<file path="src/rtl/wb_arb_pkg.sv">
// Shared types and helpers for the round-robin Wishbone arbiter.
package wb_arb_pkg;

  // Arbiter control states; ABORT is only reachable with the watchdog built in.
  typedef enum logic [1:0] {
    IDLE  = 2'd0,
    BUSY  = 2'd1,
    ABORT = 2'd2
  } arb_state_t;

  // Bits needed to index n items (never less than one).
  function automatic int unsigned idx_width(input int unsigned n);
    return (n < 2) ? 1 : $clog2(n);
  endfunction

endpackage

</file>
<file path="src/rtl/rr_pick.sv">
// Combinational rotating-priority picker: the search starts just after `last`
// and wraps, so the most recent owner has the lowest priority.
module rr_pick import wb_arb_pkg::*; #(
  parameter int unsigned N = 2,
  localparam int unsigned IW = idx_width(N)
) (
  input  logic [N-1:0]  req,
  input  logic [IW-1:0] last,
  output logic [N-1:0]  onehot,
  output logic [IW-1:0] idx,
  output logic          valid
);

  // First requester found walking last+1, last+2, ... modulo N wins.
  always_comb begin
    int unsigned j;
    j      = 0;
    onehot = '0;
    idx    = '0;
    valid  = 1'b0;
    for (int unsigned i = 1; i <= N; i++) begin
      j = 32'(last) + i;
      if (j >= N) begin
        j = j - N;
      end
      if (!valid && req[IW'(j)]) begin
        onehot[IW'(j)] = 1'b1;
        idx            = IW'(j);
        valid          = 1'b1;
      end
    end
  end

endmodule

</file>
<file path="src/rtl/wb_rr_arbiter.sv">
// N-master Wishbone B4 classic arbiter with round-robin priority. The grant is
// held for the owner's whole bus cycle; handover costs one cycle with s_cyc low.
// Optional slave watchdog: define WB_TIMEOUT_EN to build it in.
module wb_rr_arbiter import wb_arb_pkg::*; #(
  parameter int unsigned NUM_MASTERS    = 2,
  parameter int unsigned ADDR_W         = 32,
  parameter int unsigned DATA_W         = 32,
  parameter int unsigned TIMEOUT_CYCLES = 255
) (
  input  logic                            clk,
  input  logic                            rst,
  input  logic [NUM_MASTERS-1:0]          m_cyc,
  input  logic [NUM_MASTERS-1:0]          m_stb,
  input  logic [NUM_MASTERS-1:0]          m_we,
  input  logic [NUM_MASTERS*ADDR_W-1:0]   m_adr,
  input  logic [NUM_MASTERS*DATA_W/8-1:0] m_sel,
  input  logic [NUM_MASTERS*DATA_W-1:0]   m_dat_w,
  output logic [DATA_W-1:0]               m_dat_r,
  output logic [NUM_MASTERS-1:0]          m_ack,
  output logic [NUM_MASTERS-1:0]          m_err,
  output logic                            s_cyc,
  output logic                            s_stb,
  output logic                            s_we,
  output logic [ADDR_W-1:0]               s_adr,
  output logic [DATA_W/8-1:0]             s_sel,
  output logic [DATA_W-1:0]               s_dat_w,
  input  logic [DATA_W-1:0]               s_dat_r,
  input  logic                            s_ack,
  input  logic                            s_err,
  output logic [NUM_MASTERS-1:0]          grant
);

  localparam int unsigned IDX_W = idx_width(NUM_MASTERS);
  localparam int unsigned SEL_W = DATA_W / 8;

  // Illegal parameter combinations leave an empty marker block in the hierarchy.
  if (NUM_MASTERS < 2 || (DATA_W % 8) != 0 || TIMEOUT_CYCLES < 1) begin : g_bad_params
  end

  arb_state_t             state_q, state_d;
  logic [NUM_MASTERS-1:0] grant_q, grant_d;
  logic [IDX_W-1:0]       last_q, last_d;

  logic [NUM_MASTERS-1:0] pick_onehot;
  logic [IDX_W-1:0]       pick_idx;
  logic                   pick_valid;

  logic                   owner_cyc;
  logic                   owner_stb;
  logic [IDX_W-1:0]       mux_idx;
  logic                   release_c;
  logic                   timeout_c;

  // `last` always names the current owner while the bus is held.
  assign owner_cyc = (state_q != IDLE) && m_cyc[last_q];
  assign owner_stb = m_stb[last_q];
  assign mux_idx   = (state_q == IDLE) ? '0 : last_q;
  assign m_dat_r   = s_dat_r;
  assign grant     = grant_q;

  rr_pick #(
    .N (NUM_MASTERS)
  ) u_pick (
    .req    (m_cyc),
    .last   (last_q),
    .onehot (pick_onehot),
    .idx    (pick_idx),
    .valid  (pick_valid)
  );

`ifdef WB_TIMEOUT_EN
  localparam int unsigned CNT_W = idx_width(TIMEOUT_CYCLES + 1);

  logic [CNT_W-1:0] wd_cnt_q, wd_cnt_d;
  logic             stall_c;

  // Count consecutive stalled strobes; the limit-th one trips the watchdog.
  always_comb begin
    stall_c   = (state_q == BUSY) && owner_cyc && owner_stb && !s_ack && !s_err;
    timeout_c = stall_c && (wd_cnt_q == CNT_W'(TIMEOUT_CYCLES - 1));
    wd_cnt_d  = (stall_c && !timeout_c) ? wd_cnt_q + CNT_W'(1) : '0;
  end

  // Watchdog counter register.
  always_ff @(posedge clk or negedge rst) begin
    if (!rst) begin
      wd_cnt_q <= '0;
    end else begin
      wd_cnt_q <= wd_cnt_d;
    end
  end
`else
  assign timeout_c = 1'b0;
`endif

  // Next-state, grant rotation and slave/master routing.
  always_comb begin
    state_d   = state_q;
    grant_d   = grant_q;
    last_d    = last_q;
    release_c = 1'b0;
    s_cyc     = 1'b0;
    s_stb     = 1'b0;
    s_we      = m_we[mux_idx];
    s_adr     = m_adr[32'(mux_idx) * ADDR_W +: ADDR_W];
    s_sel     = m_sel[32'(mux_idx) * SEL_W +: SEL_W];
    s_dat_w   = m_dat_w[32'(mux_idx) * DATA_W +: DATA_W];
    m_ack     = '0;
    m_err     = '0;

    case (state_q)
      IDLE: begin
        if (pick_valid) begin
          grant_d = pick_onehot;
          last_d  = pick_idx;
          state_d = BUSY;
        end
      end

      BUSY: begin
        if (owner_cyc) begin
          if (timeout_c) begin
            m_err[last_q] = 1'b1;
            state_d       = ABORT;
          end else begin
            s_cyc         = 1'b1;
            s_stb         = owner_stb;
            m_ack[last_q] = s_ack;
            m_err[last_q] = s_err;
          end
        end else begin
          release_c = 1'b1;
        end
      end

`ifdef WB_TIMEOUT_EN
      ABORT: begin
        if (!owner_cyc) begin
          release_c = 1'b1;
        end
      end
`endif

      default: begin
        state_d = IDLE;
        grant_d = '0;
      end
    endcase

    // Owner has let go: hand over to the next requester or fall back to idle.
    if (release_c) begin
      if (pick_valid) begin
        grant_d = pick_onehot;
        last_d  = pick_idx;
        state_d = BUSY;
      end else begin
        grant_d = '0;
        state_d = IDLE;
      end
    end
  end

  // Control state registers; master 0 wins first out of reset.
  always_ff @(posedge clk or negedge rst) begin
    if (!rst) begin
      state_q <= IDLE;
      grant_q <= '0;
      last_q  <= IDX_W'(NUM_MASTERS - 1);
    end else begin
      state_q <= state_d;
      grant_q <= grant_d;
      last_q  <= last_d;
    end
  end

endmodule

</file>
<file path="config.mk">
export PLATFORM = sky130hd
export DESIGN_NAME = wb_rr_arbiter
export DESIGN_NICKNAME = d
export VERILOG_FILES = /design/src/rtl/wb_arb_pkg.sv /design/src/rtl/rr_pick.sv /design/src/rtl/wb_rr_arbiter.sv
export SDC_FILE = /design/constraint.sdc
export NUM_CORES = 1
export LEC_CHECK = 0
export BUFFER_PORTS_ARGS = -buffer_cell sky130_fd_sc_hd__buf_2
export CORE_AREA = 2 2 111 113
export CTS_CLUSTER_SIZE = 40
export DETAILED_ROUTE_END_ITERATION = 8
export DIE_AREA = 0 0 113 115
export GPL_TIMING_DRIVEN = 0
export HOLD_SLACK_MARGIN = 0.06
export PLACE_DENSITY_LB_ADDON = 0.3
export REMOVE_ABC_BUFFERS = 1
export SLEW_MARGIN = 20
export SYNTH_ARGS = -nofsm -noshare
export SYNTH_HDL_FRONTEND = slang
export SYNTH_SLANG_ARGS = --single-unit
</file>
<file path="constraint.sdc">
create_clock -name clk -period 1.4 [get_ports clk]
set_input_delay 0.42 -clock clk [delete_from_list [all_inputs] [get_ports clk]]
set_output_delay 0.42 -clock clk [all_outputs]
set_load 0.01 [all_outputs]
</file>
# ---- Word level (Yosys, flattened, before mapping)
# Cells that the tools add are included.
dict set report word_totals {
  regBits 5
  latchBits 0
  ramBits 0
  romBits 0
  in_bits 178
  output_inout_bits 109
  word_cells 81
  mem_count 0
}
dict set report classes {
  addsub 4
  n_mul 0
  n_div 0
  n_lt_le_gt_ge 9
  eq_ne 3
  shift 3
  muxes 47
  bitwise 3
  n_reduce_logical 9
}
# op count
set op_table {}
lappend op_table {{$shiftx 64x7->32} 2}
lappend op_table {{$mux 1} 31}
lappend op_table {{$mux 2} 11}
lappend op_table {{$lt 1x2->1 const B} 4}
lappend op_table {{$pmux 2 s2} 2}
lappend op_table {{$shiftx 8x4->4} 1}
lappend op_table {{$logic_and 1x1->1} 5}
lappend op_table {{$and 2x2->2} 2}
lappend op_table {{$add 1x2->3 const B} 1}
lappend op_table {{$demux 1 s1} 3}
lappend op_table {{$ge 1x1->1 const B} 3}
lappend op_table {{$ge 3x2->1 const B} 1}
lappend op_table {{$ne 3x3->1 const B} 1}
lappend op_table {{$add 1x1->2 const B} 1}
lappend op_table {{$eq 2x1->1 const B} 1}
lappend op_table {{$ge 2x2->1 const B} 1}
lappend op_table {{$logic_not 2->1} 1}
lappend op_table {{$ne 2x2->1 const B} 1}
lappend op_table {{$or 2x2->2} 1}
lappend op_table {{$reduce_and 2->1} 1}
lappend op_table {{$reduce_bool 2->1} 1}
lappend op_table {{$sub 1x1->1 const B} 2}
lappend op_table {{$logic_not 1->1} 1}

# ---- Logic depth before layout (Yosys ltp)
# Gate-level depths: netlist (run 1).
dict set report depth {
  word_depth 13
  mapped_depth 4
  mapped_depth_nobuf 3
}

# ---- By module
# A second synthesis (run 1) with hierarchy kept.
dict set report hier_totals {
  cells_unflattened 142
  area_unflattened_um2 1376.3
}
# module n_inst cells_each area_per_inst_um2 seq_area_each_um2
set modules_own_cells {}
lappend modules_own_cells {wb_rr_arbiter 1 137 1343.8 101.3}
lappend modules_own_cells {rr_pick 1 5 32.5 0.0}

# ---- Worst setup path after synthesis (run 1)
# No wires, ideal clock.
dict set report synth_timing {
  kind {reg-to-output}
  startpoint {register with a tool-made name}
  endpoint {output s_dat_w[25]}
  arrival_time_ns 1.150
  required_time_ns 0.980
  slack_ns -0.170
  path_stages_with_launch 4
  path_buffers 1
  path_cell_list {dfstp_2 nand2_2 buf_6 mux2_1}
}
# item line_no
set synth_rtl {}
lappend synth_rtl {{to (decl)} wb_rr_arbiter.sv:26} ;# output logic [DATA_W-1:0] s_dat_w,

==> impl_metrics.env, run 1 <==
export IMPL_status="finished with violations"
export IMPL_violations="design-rule violations, negative setup slack"
export IMPL_p_clk_share_pct=21.3
export IMPL_yosysMostFrequentCell="mux2_2"
export IMPL_synth_seq_cells=4
export IMPL_cts_tree="built"
export IMPL_critical_path_class="register to output port"
export IMPL_switching_share_pct=32.45
export IMPL_worst_slew_pin_slew_ps=218.4
export IMPL_synth_seq_area_share_pct=7.324
export IMPL_rows=40
export IMPL_endpoint_kind="output port"
export IMPL_synthTopCellsByArea="mux2_2, buf_4, buf_6, dfrtp_1, mux2_1"
export IMPL_yosys_warnings=0
export IMPL_crit_fanout=20
export IMPL_crit_arrival_ps=1540
export IMPL_avgSynthCellArea_um2=9.478
export IMPL_hold_path_class="input pin to asynchronous set/reset pin"
export IMPL_first_pass_iters=6
export IMPL_final_hold_viol_count=0
export IMPL_netlist_area_um2=1384
export IMPL_cts_buffer_depth=2
export IMPL_die_area_um2=13000
export IMPL_grt_max_degree=21
export IMPL_required_ps=980
export IMPL_fin_ws_ps=-563.8
export IMPL_finClkSkew_ps=2.175
export IMPL_routabilityCongestion=0.7008
export IMPL_p_leak_nw=1.605
export IMPL_grt_usage_pct=10.61
export IMPL_cp_buffers_inverters=2
export IMPL_synth_flop_cell="dfrtp_1"
export IMPL_dp_cells=473
export IMPL_detail_route_iter0_violations=32
export IMPL_grt_pass1_wl_um=10470
export IMPL_synth_cells=146
export IMPL_grt_overflow_total=0
export IMPL_antenna_found_initial=0
export IMPL_critPathLaunchType="register"
export IMPL_grt_pass1_vias=1839
export IMPL_drt_wirelength_per_cell_um=16.27
export IMPL_ys_top_cells_by_count="mux2_2, buf_4, buf_6"
export IMPL_power_density_nw_per_um2=691.9
export IMPL_vias_per_cell=3.892
export IMPL_cpPeakStageDelay_ps=580
export IMPL_critPathTopFamily="flip-flops"
export IMPL_cts_buffers=3
export IMPL_fin_crit_sh_pct=140.3
export IMPL_slowest_stage="dfstp_2"
export IMPL_htreeDepth=1
export IMPL_clk_pin_slew_worst_paths_ps=30
export IMPL_hpwl_um=6002
export IMPL_ir_drop_uv=218.2
export IMPL_antenna_cells=0
export IMPL_final_util_pct=26.35
export IMPL_synth_top_area_cell="mux2_2"
export IMPL_portBuffers=222
export IMPL_synth_top_area_share_pct=51.27
export IMPL_fp_coreArea_um2=11810
export IMPL_setup_violations=77
export IMPL_fmax_mhz=509.2
export IMPL_seqCellArea_um2=102.6
export IMPL_maxCapViolCount=0
export IMPL_die_h_um=115
export IMPL_cts_sinks=4
export IMPL_multi_input_area_um2=1032
export IMPL_synth_edff_count=0
export IMPL_io_pins=287
export IMPL_p_seq_share_pct=7.1
export IMPL_fill_cells=1244
export IMPL_rsz0062_at_grt="yes"
export IMPL_num_nets_final=524
export IMPL_yosysUniqueCellTypes=24
export IMPL_totalWireLength_um=8007
export IMPL_synth_async_reset_ratio_pct=100.0
export IMPL_worstPathCellList="nand2_8 -> buf_16 -> mux2_2 -> buf_6"
export IMPL_syn_to_final_growth_pct=124.9
export IMPL_antenna_left=0
export IMPL_relSlewSlack_pct=85.44
export IMPL_drc=7
export IMPL_layout_cells_non_filler=492
export IMPL_p_switching_mw=0.6988
export IMPL_power_frac_comb_pct=71.6
export IMPL_p_int_mw=1.454
export IMPL_clock_latency_ps=220
export IMPL_fp_dieW_um=113
export IMPL_drive_above_1_share_pct=92.17
export IMPL_fin_total_pwr_mw=2.153
export IMPL_start_util_pct=11.72
export IMPL_clock_tree_root_cell="clkbuf_16"
export IMPL_maxSlewViolCount=0
export IMPL_fin_crit_ps=1964
export IMPL_vias=1915
cell type report:
cell class              count  share of cell area (%)
flip-flops and latches      4                   3.297
repair buffers            236                   55.09
well taps                 147                   5.911
multi-input cells         101                   33.17
clock buffers               4                   2.533
per-stage QoR:
step / area (µm²) / TNS (ps) / worst slack [ps] / hold WS [ps]
finish: 3112 / -39360 / -563.8 / 538.2
detailed placement: 2369 / -44770 / -788.9 / 236.0
global route: 3112 / -42520 / -593.5 / 554.2
floorplan: 1049 / -58620 / -893.5 / 124.4
CTS: 3034 / -40220 / -581.4 / 539.2
global placement: 2344 / -93740 / -1423 / 233.1
logic make-up (layout without fill, tap and decap cells):
group                  Yosys count  in the layout  synth area share, %
multiplexers                    69             69                56.69
buffers and inverters           43            240                24.23
AND/OR/NAND/NOR                 21             23                7.415
AO/OA/AOI/OAI                    9              9                4.340
flip-flops                       4              4                7.324
metal layers:
metal / share of wire (%) / up-vias / track usage, %
met1: 42 / 877 / 14.10
met5: 0 / - / 1.852
met2: 46 / 139 / 15.49
met4: 0.55 / 0 / 1.951
li1: - / 893 / -
met3: 11 / 6 / 5.219
worst reg2reg max path: stages, from the launching register on:
cell     delay (ps)
dfstp_2         580
buf_6           160
buf_8           130
buf_4           110
buf_4           110
o21ai_0          80
a22o_1          190
power groups by stage:
| stage | sequential [mW] | clock (mW) | combinational (mW) |
|---|---|---|---|
| 3_3_place_gp | 0.159 | 0 | 1.04 |
| 3_5_place_dp | 0.161 | 0 | 1.05 |
| 4_1_cts | 0.153 | 0.473 | 1.50 |
| 2_1_floorplan | 0.158 | 0 | 0.544 |
| 6_report | 0.153 | 0.459 | 1.54 |
| 5_1_grt | 0.156 | 0.478 | 1.64 |
repair_timing:
item                       CTS  global route
hold buffers                 1             0
setup endpoints to repair   75            78
hold endpoints to repair     3             0
gates cloned                 4             1
setup buffers                9             0
gates resized for setup     72            13
pin swaps                    5             0
final timing paths:
kind	endpoint	slack (ps)	cells after the start
setup / recovery	s_adr[15]	-560	4
hold / removal	grant[1]	540	2
setup reg to reg	register	-30	6
hold reg to reg	grant[1]	550	2
max in group asynchronous	asynchronous set/reset pin	650	2
min in group clk	grant[1]	550	2
cell usage in the layout, fill, tap and decap left out, drive strengths merged:
| master | instances |
|---|---|
| o211ai | 1 |
| a21oi | 1 |
| o21ai | 3 |
| a21boi | 1 |
| nand3 | 4 |
| or2 | 1 |
| nand2 | 9 |
| clkbuf | 5 |
| nand2b | 1 |
| nor2b | 2 |
| dfstp | 1 |
| dlygate4sd3 | 1 |
| a32oi | 1 |
| mux2 | 69 |
| nor2 | 5 |
| a21o | 1 |
| dfrtp | 3 |
| a22o | 1 |
| buf | 234 |
| and4b | 1 |
Power figures use the tool's default switching activity.
==> run 2, diff against run 1 <==
--- a/config.mk
+++ b/config.mk
@@ -6,14 +6,15 @@
 export NUM_CORES = 1
 export LEC_CHECK = 0
 export BUFFER_PORTS_ARGS = -buffer_cell sky130_fd_sc_hd__buf_2
-export CORE_AREA = 2 2 111 113
+export CORE_AREA = 2 2 112 114
 export CTS_CLUSTER_SIZE = 40
 export DETAILED_ROUTE_END_ITERATION = 8
-export DIE_AREA = 0 0 113 115
+export DIE_AREA = 0 0 114 116
 export GPL_TIMING_DRIVEN = 0
 export HOLD_SLACK_MARGIN = 0.06
 export PLACE_DENSITY_LB_ADDON = 0.3
 export REMOVE_ABC_BUFFERS = 1
+export SKIP_LAST_GASP = 1
 export SLEW_MARGIN = 20
 export SYNTH_ARGS = -nofsm -noshare
 export SYNTH_HDL_FRONTEND = slang
==> constraint.sdc (replaced) <==
create_clock -name clk -period 2.35 [get_ports clk]
set_input_delay 0.705 -clock clk [delete_from_list [all_inputs] [get_ports clk]]
set_output_delay 0.705 -clock clk [all_outputs]
set_load 0.01 [all_outputs]
==> run 2 against run 1 <==
  * The flow now finishes without violations
  * Clock-buffer cell count is the same
  * Hold slack got worse by 260 ps
  * Via count increased by 0.52%
  * Final area fell by 17%
==> impl_metrics.env, run 2 (same netlist as run 1, synthesis figures left out) <==
export IMPL_r2r_start="state_q[0]"
export IMPL_crit_fanout=9
export IMPL_status="complete, no violations"
export IMPL_first_pass_iters=5
export IMPL_worstPathCellList="buf_12 -> nand2_4 -> mux2_2 -> buf_2"
export IMPL_htreeDepth=1
export IMPL_fp_coreArea_um2=11910
export IMPL_layout_commonest_cell="buf_2"
export IMPL_die_h_um=116
export IMPL_p_leak_nw=1.392
export IMPL_required_ps=1640
export IMPL_antenna_left=0
export IMPL_routabilityCongestion=0.7489
export IMPL_power_frac_comb_pct=66.0
export IMPL_cts_sinks=4
export IMPL_slowest_stage="dfstp_4"
export IMPL_rsz0062_at_grt="yes"
export IMPL_setup_violations=0
export IMPL_final_util_pct=21.76
export IMPL_holdWs_ps=276.8
export IMPL_maxSlewViolCount=0
export IMPL_p_seq_share_pct=9.2
export IMPL_vias_per_cell=3.961
export IMPL_hpwl_um=7530
export IMPL_detail_route_iter0_violations=47
export IMPL_final_hold_viol_count=0
export IMPL_cts_buffer_depth=2
export IMPL_fin_ws_ps=8.205
export IMPL_grt_max_degree=19
export IMPL_rr_worst_depth=4
export IMPL_endpoint_kind="output port"
export IMPL_ir_drop_uv=189.1
export IMPL_portBuffers=222
export IMPL_clock_tree_root_cell="clkbuf_16"
export IMPL_cpPeakStageDelay_ps=640
export IMPL_relSlewSlack_pct=76.53
export IMPL_cts_tree="built"
export IMPL_critical_path_class="register to output port"
export IMPL_crit_arrival_ps=1640
export IMPL_syn_to_final_growth_pct=87.34
export IMPL_placed_cell_area_um2=2349
export IMPL_fp_dieW_um=114
export IMPL_drc=0
export IMPL_grt_overflow_total=0
export IMPL_cts_hold_buf=0
export IMPL_layout_common_cells="buf_2, mux2_2, nand2_1"
export IMPL_io_pins=287
export IMPL_rows=40
export IMPL_fin_total_pwr_mw=1.092
export IMPL_p_int_mw=0.6819
export IMPL_grt_pass1_vias=1826
export IMPL_pre_cts_ws_ps=-283.6
export IMPL_drive_above_1_share_pct=89.68
export IMPL_p_switching_mw=0.4102
export IMPL_p_clk_share_pct=24.9
export IMPL_fin_crit_sh_pct=99.65
export IMPL_clk_pin_slew_worst_paths_ps=30
export IMPL_fin_crit_ps=2342
export IMPL_drt_wirelength_per_cell_um=20.00
export IMPL_r2r_setup_slack_ps=1050
export IMPL_vias=1925
export IMPL_fill_cells=1345
export IMPL_cp_buffers_inverters=2
export IMPL_hold_path_class="input pin to asynchronous set/reset pin"
export IMPL_clock_latency_ps=220
export IMPL_totalWireLength_um=9718
export IMPL_start_util_pct=11.62
export IMPL_fmax_mhz=427.0
export IMPL_critPathTopFamily="flip-flops"
export IMPL_num_nets_final=518
export IMPL_die_area_um2=13220
export IMPL_cts_buffers=3
export IMPL_finClkSkew_ps=4.470
export IMPL_worst_slew_pin_slew_ps=352.0
export IMPL_grt_pass1_wl_um=11990
export IMPL_antenna_found_initial=0
export IMPL_switching_share_pct=37.56
export IMPL_stdcell_area_um2=2592
export IMPL_maxCapViolCount=0
export IMPL_power_density_nw_per_um2=421.3
export IMPL_antenna_cells=0
export IMPL_critPathLaunchType="register"
export IMPL_grt_usage_pct=12.59
==> run 2: cell types whose count changed in the layout (fill, tap and decap cells not counted), sizes merged <==
cell         delta
clkbuf          -1
buf             -7
nand2           +3
dlygate4sd3     -1
==> run 2: power by group through the flow <==
stage | combinational [mW] | sequential [mW] | clock [mW]
floorplan | 0.324 | 0.0939 | 0
global placement | 0.643 | 0.0956 | 0
detailed placement | 0.646 | 0.0974 | 0
CTS | 0.681 | 0.110 | 0.276
global route | 0.773 | 0.102 | 0.286
finish | 0.720 | 0.100 | 0.271
==> run 2: area by class of cell <==
| type | count | area [µm²] | share of cell area [%] |
|---|---|---|---|
| Clock buffer | 4 | 78.83 | 3.041 |
| Multi-Input combinational cell | 104 | 1047 | 40.40 |
| Sequential cell | 4 | 108.9 | 4.199 |
| Tap cell | 147 | 183.9 | 7.095 |
| Timing Repair Buffer | 227 | 1174 | 45.27 |
==> run 2: per-layer routing <==
layer | GRT usage (%) | share of wire [%] | wire, µm
met5 | 3.704 | 0.52 | 51
met4 | 0.7317 | 0 | 0
met3 | 8.944 | 14 | 1378
met2 | 18.93 | 47 | 4530
met1 | 15.09 | 39 | 3758
==> run 2: worst max path at each step <==
stage,cells after the start,startpoint,slack (ps),end
6_report,4,register,8,s_dat_w[7]
5_1_grt,4,register,-40,s_adr[10]
4_1_cts,3,register,-40,s_dat_w[27]
3_5_place_dp,3,state_q[0],-280,s_dat_w[19]
3_3_place_gp,3,register,-670,s_dat_w[27]
2_1_floorplan,2,register,-230,s_adr[31]
==> run 2: stage by stage <==
| step | instances | setup TNS [ps] |
|---|---|---|
| after floorplan | 103 | -12070 |
| after global placement | 472 | -42240 |
| after detailed placement | 472 | -16060 |
| after CTS | 481 | -871.2 |
| after global routing | 486 | -845.1 |
| final | 486 | 0 |
==> run 2: repair_timing <==
| action | in CTS | in global routing |
|---|---|---|
| gates resized for setup | 5 | 3 |
| pin swaps | 1 | 1 |
| gates cloned | 3 | 2 |
| buffers inserted | 2 | 3 |
| setup endpoints to repair | 70 | 58 |
==> run 2: worst reg2reg max path: stages (launching register included) <==
cell and delay, ps:
dfrtp_4 620, buf_4 230, nand2_1 80, nand2_1 60, a22o_1 240
